## src/rtl/des_pkg.sv

```systemverilog
// Shared constants for the DES S-box bank: the eight standard S-boxes,
// re-ordered so that a box is indexed directly by its raw 6-bit input.
package des_pkg;

  localparam int SBOX_IN_W   = 6;
  localparam int SBOX_OUT_W  = 4;
  localparam int NUM_DES_BOX = 8;

  typedef logic [63:0][3:0]       sbox_tbl_t;
  typedef logic [7:0][63:0][3:0]  sbox_bank_t;

  // Standard DES S1..S8 in the usual [row][col] published form.
  localparam logic [3:0] DES_STD [8][4][16] = '{
    '{'{14,  4, 13,  1,  2, 15, 11,  8,  3, 10,  6, 12,  5,  9,  0,  7},
      '{ 0, 15,  7,  4, 14,  2, 13,  1, 10,  6, 12, 11,  9,  5,  3,  8},
      '{ 4,  1, 14,  8, 13,  6,  2, 11, 15, 12,  9,  7,  3, 10,  5,  0},
      '{15, 12,  8,  2,  4,  9,  1,  7,  5, 11,  3, 14, 10,  0,  6, 13}},
    '{'{15,  1,  8, 14,  6, 11,  3,  4,  9,  7,  2, 13, 12,  0,  5, 10},
      '{ 3, 13,  4,  7, 15,  2,  8, 14, 12,  0,  1, 10,  6,  9, 11,  5},
      '{ 0, 14,  7, 11, 10,  4, 13,  1,  5,  8, 12,  6,  9,  3,  2, 15},
      '{13,  8, 10,  1,  3, 15,  4,  2, 11,  6,  7, 12,  0,  5, 14,  9}},
    '{'{10,  0,  9, 14,  6,  3, 15,  5,  1, 13, 12,  7, 11,  4,  2,  8},
      '{13,  7,  0,  9,  3,  4,  6, 10,  2,  8,  5, 14, 12, 11, 15,  1},
      '{13,  6,  4,  9,  8, 15,  3,  0, 11,  1,  2, 12,  5, 10, 14,  7},
      '{ 1, 10, 13,  0,  6,  9,  8,  7,  4, 15, 14,  3, 11,  5,  2, 12}},
    '{'{ 7, 13, 14,  3,  0,  6,  9, 10,  1,  2,  8,  5, 11, 12,  4, 15},
      '{13,  8, 11,  5,  6, 15,  0,  3,  4,  7,  2, 12,  1, 10, 14,  9},
      '{10,  6,  9,  0, 12, 11,  7, 13, 15,  1,  3, 14,  5,  2,  8,  4},
      '{ 3, 15,  0,  6, 10,  1, 13,  8,  9,  4,  5, 11, 12,  7,  2, 14}},
    '{'{ 2, 12,  4,  1,  7, 10, 11,  6,  8,  5,  3, 15, 13,  0, 14,  9},
      '{14, 11,  2, 12,  4,  7, 13,  1,  5,  0, 15, 10,  3,  9,  8,  6},
      '{ 4,  2,  1, 11, 10, 13,  7,  8, 15,  9, 12,  5,  6,  3,  0, 14},
      '{11,  8, 12,  7,  1, 14,  2, 13,  6, 15,  0,  9, 10,  4,  5,  3}},
    '{'{12,  1, 10, 15,  9,  2,  6,  8,  0, 13,  3,  4, 14,  7,  5, 11},
      '{10, 15,  4,  2,  7, 12,  9,  5,  6,  1, 13, 14,  0, 11,  3,  8},
      '{ 9, 14, 15,  5,  2,  8, 12,  3,  7,  0,  4, 10,  1, 13, 11,  6},
      '{ 4,  3,  2, 12,  9,  5, 15, 10, 11, 14,  1,  7,  6,  0,  8, 13}},
    '{'{ 4, 11,  2, 14, 15,  0,  8, 13,  3, 12,  9,  7,  5, 10,  6,  1},
      '{13,  0, 11,  7,  4,  9,  1, 10, 14,  3,  5, 12,  2, 15,  8,  6},
      '{ 1,  4, 11, 13, 12,  3,  7, 14, 10, 15,  6,  8,  0,  5,  9,  2},
      '{ 6, 11, 13,  8,  1,  4, 10,  7,  9,  5,  0, 15, 14,  2,  3, 12}},
    '{'{13,  2,  8,  4,  6, 15, 11,  1, 10,  9,  3, 14,  5,  0, 12,  7},
      '{ 1, 15, 13,  8, 10,  3,  7,  4, 12,  5,  6, 11,  0, 14,  9,  2},
      '{ 7, 11,  4,  1,  9, 12, 14,  2,  0,  6, 10, 13, 15,  3,  5,  8},
      '{ 2,  1, 14,  7,  4, 10,  8, 13, 15, 12,  9,  0,  3,  5,  6, 11}}
  };

  // Raw index i maps to row {i[5],i[0]} and column i[4:1].
  function automatic sbox_bank_t build_raw_order();
    sbox_bank_t r;
    logic [5:0] ix;
    r = '0;
    for (int b = 0; b < NUM_DES_BOX; b++) begin
      for (int i = 0; i < 64; i++) begin
        ix = 6'(i);
        r[3'(b)][ix] = DES_STD[3'(b)][{ix[5], ix[0]}][ix[4:1]];
      end
    end
    return r;
  endfunction

  localparam sbox_bank_t DES_SBOX = build_raw_order();

  function automatic logic [3:0] des_entry(input int box, input logic [5:0] idx);
    return DES_SBOX[3'(box)][idx];
  endfunction

endpackage

```

## src/rtl/des_sbox_table.sv

```systemverilog
// One rewritable 64x4 S-box table; resets/restores to standard box BOX_ID.
module des_sbox_table import des_pkg::*; #(
  parameter int BOX_ID = 0
) (
  input  logic                  clk,
  input  logic                  rst,
  input  logic                  we_i,
  input  logic                  restore_i,
  input  logic [SBOX_IN_W-1:0]  waddr_i,
  input  logic [SBOX_OUT_W-1:0] wdata_i,
  input  logic [SBOX_IN_W-1:0]  raddr_i,
  output logic [SBOX_OUT_W-1:0] rdata_o
);

  logic [SBOX_OUT_W-1:0] mem_q [64];

  // Table storage: restore beats a write landing in the same cycle.
  always_ff @(posedge clk or posedge rst) begin
    if (rst) begin
      for (int i = 0; i < 64; i++) mem_q[i] <= des_entry(BOX_ID, 6'(i));
    end else if (restore_i) begin
      for (int i = 0; i < 64; i++) mem_q[i] <= des_entry(BOX_ID, 6'(i));
    end else if (we_i) begin
      mem_q[waddr_i] <= wdata_i;
    end
  end

  assign rdata_o = mem_q[raddr_i];

endmodule

```

## src/rtl/des_sbox_bank.sv

```systemverilog
// Bank of NUM_BOX S-box lookups feeding a PIPE_STAGES-deep valid/ready pipeline.
module des_sbox_bank import des_pkg::*; #(
  parameter int NUM_BOX     = 8,
  parameter int PIPE_STAGES = 1
) (
  input  logic                          clk,
  input  logic                          rst,
  input  logic                          in_valid,
  output logic                          in_ready,
  input  logic [SBOX_IN_W*NUM_BOX-1:0]  in_data,
  output logic                          out_valid,
  input  logic                          out_ready,
  output logic [SBOX_OUT_W*NUM_BOX-1:0] out_data,
  input  logic                          tbl_we,
  input  logic [2:0]                    tbl_box,
  input  logic [5:0]                    tbl_addr,
  input  logic [3:0]                    tbl_wdata,
  input  logic                          tbl_restore,
  output logic                          tbl_err
);

  localparam int DW = SBOX_OUT_W * NUM_BOX;

  logic [DW-1:0]          lookup;
  logic                   box_ok;
  logic                   tbl_err_q;
  logic [PIPE_STAGES-1:0] v_q, v_d, load, src_v;
  logic [DW-1:0]          d_q   [PIPE_STAGES];
  logic [DW-1:0]          d_d   [PIPE_STAGES];
  logic [DW-1:0]          src_d [PIPE_STAGES];

  assign box_ok = int'(tbl_box) < NUM_BOX;

  for (genvar k = 0; k < NUM_BOX; k++) begin : g_box
    des_sbox_table #(.BOX_ID(k)) u_tbl (
      .clk       (clk),
      .rst       (rst),
      .we_i      (tbl_we && (tbl_box == 3'(k))),
      .restore_i (tbl_restore),
      .waddr_i   (tbl_addr),
      .wdata_i   (tbl_wdata),
      .raddr_i   (in_data[SBOX_IN_W*(NUM_BOX-k)-1 -: SBOX_IN_W]),
      .rdata_o   (lookup[SBOX_OUT_W*(NUM_BOX-k)-1 -: SBOX_OUT_W])
    );
  end

  // Stage 0 is fed by the lookup, later stages by their predecessor.
  for (genvar n = 0; n < PIPE_STAGES; n++) begin : g_src
    if (n == 0) begin : g_first
      assign src_v[n] = in_valid;
      assign src_d[n] = lookup;
    end else begin : g_next
      assign src_v[n] = v_q[n-1];
      assign src_d[n] = d_q[n-1];
    end
  end

  // A stage may load if it, or any stage downstream, has a hole, or the output drains.
  always_comb begin
    for (int n = 0; n < PIPE_STAGES; n++) begin
      load[n] = out_ready;
      for (int m = n; m < PIPE_STAGES; m++) begin
        if (!v_q[m]) load[n] = 1'b1;
      end
    end
  end

  // Next-state of each stage; data only moves with a valid beat so held output stays put.
  always_comb begin
    for (int n = 0; n < PIPE_STAGES; n++) begin
      v_d[n] = v_q[n];
      d_d[n] = d_q[n];
      if (load[n]) begin
        v_d[n] = src_v[n];
        if (src_v[n]) d_d[n] = src_d[n];
      end
    end
  end

  // Pipeline registers and sticky bad-box flag.
  always_ff @(posedge clk or posedge rst) begin
    if (rst) begin
      v_q       <= '0;
      tbl_err_q <= 1'b0;
      for (int n = 0; n < PIPE_STAGES; n++) d_q[n] <= '0;
    end else begin
      v_q       <= v_d;
      tbl_err_q <= tbl_err_q | (tbl_we && !box_ok);
      for (int n = 0; n < PIPE_STAGES; n++) d_q[n] <= d_d[n];
    end
  end

  assign in_ready  = load[0];
  assign out_valid = v_q[PIPE_STAGES-1];
  assign out_data  = d_q[PIPE_STAGES-1];
  assign tbl_err   = tbl_err_q;

endmodule
```

## config.mk

```make
export PLATFORM = sky130hd
export DESIGN_NAME = des_sbox_bank
export DESIGN_NICKNAME = d
export VERILOG_FILES = /design/src/rtl/des_pkg.sv /design/src/rtl/des_sbox_table.sv /design/src/rtl/des_sbox_bank.sv
export SDC_FILE = /design/constraint.sdc
export NUM_CORES = 2
export LEC_CHECK = 0
export CORE_MARGIN = 2
export CORE_UTILIZATION = 50
export CTS_CLUSTER_DIAMETER = 100
export DETAILED_ROUTE_END_ITERATION = 8
export DONT_BUFFER_PORTS = 1
export GPL_ROUTABILITY_DRIVEN = 0
export PLACE_DENSITY = 0.68
export SLEW_MARGIN = 20
export SYNTH_ARGS = -nofsm -noshare
export SYNTH_HDL_FRONTEND = slang
export SYNTH_SLANG_ARGS = --single-unit
```

## constraint.sdc

```tcl
create_clock -name clk -period 75.1 [get_ports clk]
set_input_delay 15.02 -clock clk [delete_from_list [all_inputs] [get_ports clk]]
set_output_delay 15.02 -clock clk [all_outputs]
set_load 0.05 [all_outputs]
```

Word level (Yosys, flattened, before mapping). Index checks and enable logic that the tools add are counted.

Register bits after elaboration: 2081. Bits of input ports: 67. Output and inout bits: 35.

$lt $le $gt $ge: 10. Equal/unequal tests: 7. Multiplexer cells: 51. Bitwise operators: 9. Reductions and logical operators: 19.

Operators by type and width (count): two-way mux 256 bit (16); bitwise mux 256 bit (8); binary-select mux 4 bit (select 6 bit) (8); two-way mux 4 bit (17); greater-or-equal comparator 7 bit (second input constant) (9); inverter 6 -> 7 bit (9); demux 4 bit (select 6 bit) (1); nonzero test 2 bit (8); equality test 3 bit (second input constant) (4); logical AND 1 bit (9); < comparator 7 x 1 -> 1 bit (second input constant) (1); equality test 3 x 2 -> 1 bit (second input constant) (2); equality test 3 x 1 -> 1 bit (second input constant) (1); zero test 3 bit (1); AND reduction 2 bit (1); two-way mux 1 bit (1).

Depth between registers and ports, before layout.
Word-level depth: 8. Depth in mapped cells: 10. Gate-level depth less buffers: 6.

Cells and area by module. From an unflattened synthesis, not the netlist that was laid out.

Cell total of the unflattened synthesis: 8459. Area, all modules: 102037.9 sq um.

By module, submodules not included: des_sbox_table at g_box[4].u_tbl ... (times used 4, cells each 802, area an instance 12022.8 sq um); des_sbox_table at g_box[2].u_tbl (times used 1, cells each 1287, area an instance 13212.7 sq um); des_sbox_table at g_box[0].u_tbl (times used 1, cells each 1287, area an instance 13186.4 sq um); des_sbox_table at g_box[3].u_tbl (times used 1, cells each 1311, area an instance 13070.0 sq um); des_sbox_table at g_box[1].u_tbl (times used 1, cells each 1279, area an instance 13012.5 sq um); des_sbox_bank (times used 1, cells each 87, area an instance 1465.2 sq um).

Worst setup path before layout. No wires, ideal clock.

Path kind: input-to-output. Start point: input out_ready. End point: output in_ready. Arrival: 15480 ps. Data required time: 60080 ps. Path slack: 44600 ps. Stages: 1. Buffers on the path: 0. Cell sequence: nand2b_1.

Longest elaborated chain between the ends: 1.

Ends and longest elaborated chain: from (decl) (line des_sbox_bank.sv:12) `input logic out_ready,`; two-way mux 1 bit (line des_sbox_bank.sv:63) `if (!v_q[m]) load[n] = 1'b1;`; to (decl) (line des_sbox_bank.sv:9) `output logic in_ready,`.

Every way passes these cells.

Worst setup path after layout. Ends and elaborated chain as after synthesis.

==> impl_metrics.csv <==
group,metric,value,unit
synthesis,synthesis.instances,8337,
floorplanning,count_of_standard_cell_rows,164,
grt,grt_remaining_overflow,0,
pwr,power.switching,0.000651,W
place,dpl-instance-area,102000,um^2
clock_network,clock-root-buffer,"clkbuf_16",
setup_path,criticalPathCategory,"in2out",
synthesis,synth_warnings,0,
synthesis,synth_ff_type,"dfrtp_1",
synthesis,synthDistinctLibCells,49,
place,hpwl,174,mm
synthesis,ys_seq_elements,2081,
pwr,p_leak,47.3,nW
clock_network,h_tree_level_count,4,
clock_network,numCtsBuffers,211,
setup_path,series_of_cell_instances_along_the_critical_path,"nand2b_1",
sta,hold_violations,0,
cells_and_area,final-instance-count-excl-fill,10800,
pwr,power.share.combinational,0.102,
floorplanning,io_pins,102,
pwr,seqPwrFrac,0.493,
job,cap_violations,0,
hold_path,hold_class,"reg2reg",
cells_and_area,post_route_cell_area,109000,um^2
routing,drt_pre_antenna_iters,8,
pwr,worst_ir_drop_vdd,0.0280,mV
routing,vias_after_detailed_routing,68500,
synthesis,postSynthAreaPerCell,12.1,um^2
clock_network,cts_resized,0,
synthesis,syn_nets,8404,
cells_and_area,layout.nets,7994,
setup_path,critPathMaxFanout,5,
pwr,cell_internal_pwr,0.00199,W
synthesis,synth_edf_count,0,
sta,finClkSkew,0.0370,ns
clock_network,cts-hold-fix-buffers,0,
synthesis,post_synth_instance_area,101000,um^2
routing,top_layer,"met5",
sta,layout_worst_path_cycle_share,0.407,
run_status,outcome,"complete, no violations",
clock_network,worstSkewPairLatency,0.88,ns
sta,timing.setup.tns,0,ns
routing,number_of_routed_nets_with_antenna_violations,0,
setup_path,timing.critical_path.slowest_cell_delay,0.50,ns
clock_network,clock_sink_count,2081,
synthesis,async_reset_ff_frac,1.00,
floorplanning,chipWidth,453,um
cells_and_area,layout_cells_sized_above_1,0.338,
sta,grt_setup_unrepaired,"no",
routing,detail_route.wirelength,294,mm
cells_and_area,layout.core_utilization,0.547,
pwr,proportion_of_power_drawn_by_the_clock_network,0.405,
setup_path,crit_slowest_cell,"nand2b_1",
cells_and_area,areaGrowthSynthToFinish,8.53,%
grt,grt.total_usage,0.286,
routing,detail_route.iter0.violations,6794,
setup_path,cpLargestDelayFamily,"simple AND/OR/NAND/NOR gates",
sta,timing.final.crit_period,30.54,ns
floorplanning,initial_core_utilization,0.504,
routing,route.detailed.wl_per_inst,27.3,um
sta,relSlewSlack,0.112,
setup_path,worst_ep_arrival_time,15.52,ns
pwr,p_sw_frac,0.247,
floorplanning,core_area,200000,um^2
floorplanning,die_height,453,um
sta,worst-slew-pin-transition,1.33,ns
routing,drt_drc_violations_left,0,
clock_network,postCtsSetupRepairBufs,0,
routing,wl_met3,24.3,mm
clock_network,tritoncts,"built",
floorplanning,die-area,205000,um^2
grt,grt_first_pass_wirelength,446,mm
routing,wl_met2,136,mm
place,place_inst,10400,
setup_path,required_time_of_the_worst_setup_path,60.08,ns
grt,grt_start_max_net_pins,798,
grt,first_global_vias,70100,
routing,met1Wirelength,120,mm
setup_path,critical_path.n_buffers_inverters,0,
routing,viasPerCell,6.35,
sta,max_freq,0.0327,GHz
place,portBuffers,0,
sta,timing_max_transition_violations_final,0,
clock_network,clk_pin_slew_worst_paths,0.06,ns
sta,final-setup-viol-count,0,
clock_network,cts.path.max_buffers,3,
setup_path,worstSetupStartpointType,"primary input",
synthesis,ys_seq_area_frac,0.524,
setup_path,endpoint_kind,"primary output",
grt,antenna_violations_before_repair,12,
pwr,power.density,24.1,nW/um^2
flip-flops by register name, indices dropped and copies added (netlist names):
register and count:
g_box.u_tbl.mem_q 2048, out_data 32, out_valid 1
power by group through the flow:
stage / logic (W) / registers [W] / clock network [W]
6_report: 0.000270 / 0.00130 / 0.00107
5_1_grt: 0.000291 / 0.00131 / 0.00113
4_1_cts: 0.000263 / 0.00130 / 0.00108
3_5_place_dp: 0.000261 / 0.00132 / 0
3_3_place_gp: 0.000253 / 0.00131 / 0
2_1_floorplan: 0.000238 / 0.00130 / 0
final timing paths:
kind / from / end / slack (ns) / cells past startpoint
setup / recovery: out_ready / in_ready / 44.56 / 1
setup reg to reg: out_valid / out_data[16] / 72.08 / 6
hold / removal: g_box[5].u_tbl.mem_q[24] / g_box[5].u_tbl.mem_q[24] / 0.49 / 1
max in group asynchronous: rst / g_box[4].u_tbl.mem_q[41] / 56.26 / 6
hold reg to reg: g_box[5].u_tbl.mem_q[24] / g_box[5].u_tbl.mem_q[24] / 0.49 / 1
min in group asynchronous: rst / g_box[0].u_tbl.mem_q[208] / 14.20 / 1
stage by stage:
step	power [W]	hold WS [ns]	worst slack, ns
final	0.00264	0.493	44.56
after global routing	0.00273	0.509	44.53
after CTS	0.00264	0.497	44.56
after detailed placement	0.00158	0.483	44.56
after global placement	0.00156	0.475	44.56
after floorplan	0.00154	0.459	2.14
cell usage in the layout (no fill, tap or decap), drive strengths merged, types with 6 or more instances in the layout:
cell type / netlist / final
a311o: 8 / 8
mux2: 1417 / 1417
mux2i: 648 / 648
nand3b: 19 / 19
nand3: 350 / 350
nor3: 27 / 27
a32oi: 12 / 12
a211oi: 16 / 16
and3: 109 / 109
dfrtp: 1569 / 1569
mux4: 267 / 267
a21oi: 553 / 553
a22o: 16 / 16
nand4: 27 / 27
o22ai: 29 / 29
inv: 2 / 12
a22oi: 218 / 218
and2: 10 / 10
dfstp: 512 / 512
nor2b: 65 / 65
or2: 6 / 6
a221oi: 13 / 13
a211o: 128 / 128
nand2b: 20 / 20
diode: 0 / 15
o211ai: 66 / 66
nor2: 321 / 321
clkbuf: 468 / 334
bufinv: 0 / 9
nand2: 939 / 939
o21ai: 189 / 189
buf: 290 / 135
nor4: 12 / 12
clkinv: 0 / 43
per-layer routing:
metal / track usage / up-vias
li1: - / 29400
met1: 0.379 / 36000
met2: 0.441 / 2510
met3: 0.0716 / 582
met4: 0.135 / 10
met5: 0 / -
synthesized netlist by cell type (16+ instances only):
| cell | number | area (um^2) |
|---|---|---|
| nor2b_1 | 65 | 407 |
| a22o_1 | 16 | 140 |
| and3_1 | 109 | 682 |
| a211oi_1 | 16 | 120 |
| a22oi_1 | 218 | 1640 |
| dfstp_2 | 512 | 13500 |
| nor2_1 | 291 | 1090 |
| nand2b_1 | 20 | 125 |
| o21ai_0 | 186 | 931 |
| nand3_1 | 350 | 1750 |
| o211ai_1 | 66 | 495 |
| mux2_2 | 1414 | 15900 |
| buf_2 | 227 | 1140 |
| nand2_1 | 938 | 3520 |
| nor2_2 | 29 | 181 |
| nand4_1 | 27 | 169 |
| a21oi_1 | 553 | 2770 |
| buf_1 | 28 | 105 |
| mux2i_1 | 648 | 6490 |
| clkbuf_1 | 468 | 1760 |
| buf_4 | 30 | 225 |
| a211o_1 | 128 | 1120 |
| nand3b_1 | 19 | 143 |
| dfrtp_1 | 1569 | 39300 |
| o22ai_1 | 29 | 181 |
| nor3_1 | 25 | 125 |
| mux4_2 | 267 | 6010 |
cell families after synthesis:
| logic type | Yosys count | share of synthesized area |
|---|---|---|
| other cells | 1 | 0.0000373 |
| flops | 2081 | 0.524 |
| mux | 2332 | 0.283 |
| buf+inv | 760 | 0.0327 |
| compound gates | 1253 | 0.0770 |
| simple gates | 1910 | 0.0839 |
area by class of cell:
type                    count  area, um^2
well taps                2656        3320
clock buffers             334        6320
multi-input cells        5496       45000
repair buffers            135        1150
inverters                   2        15.0
flip-flops and latches   2081       52700
clock inverters            64         721
fillers                 16500       90600
diodes                     15        37.5
Note: power is estimated with default switching activity, not from simulation.
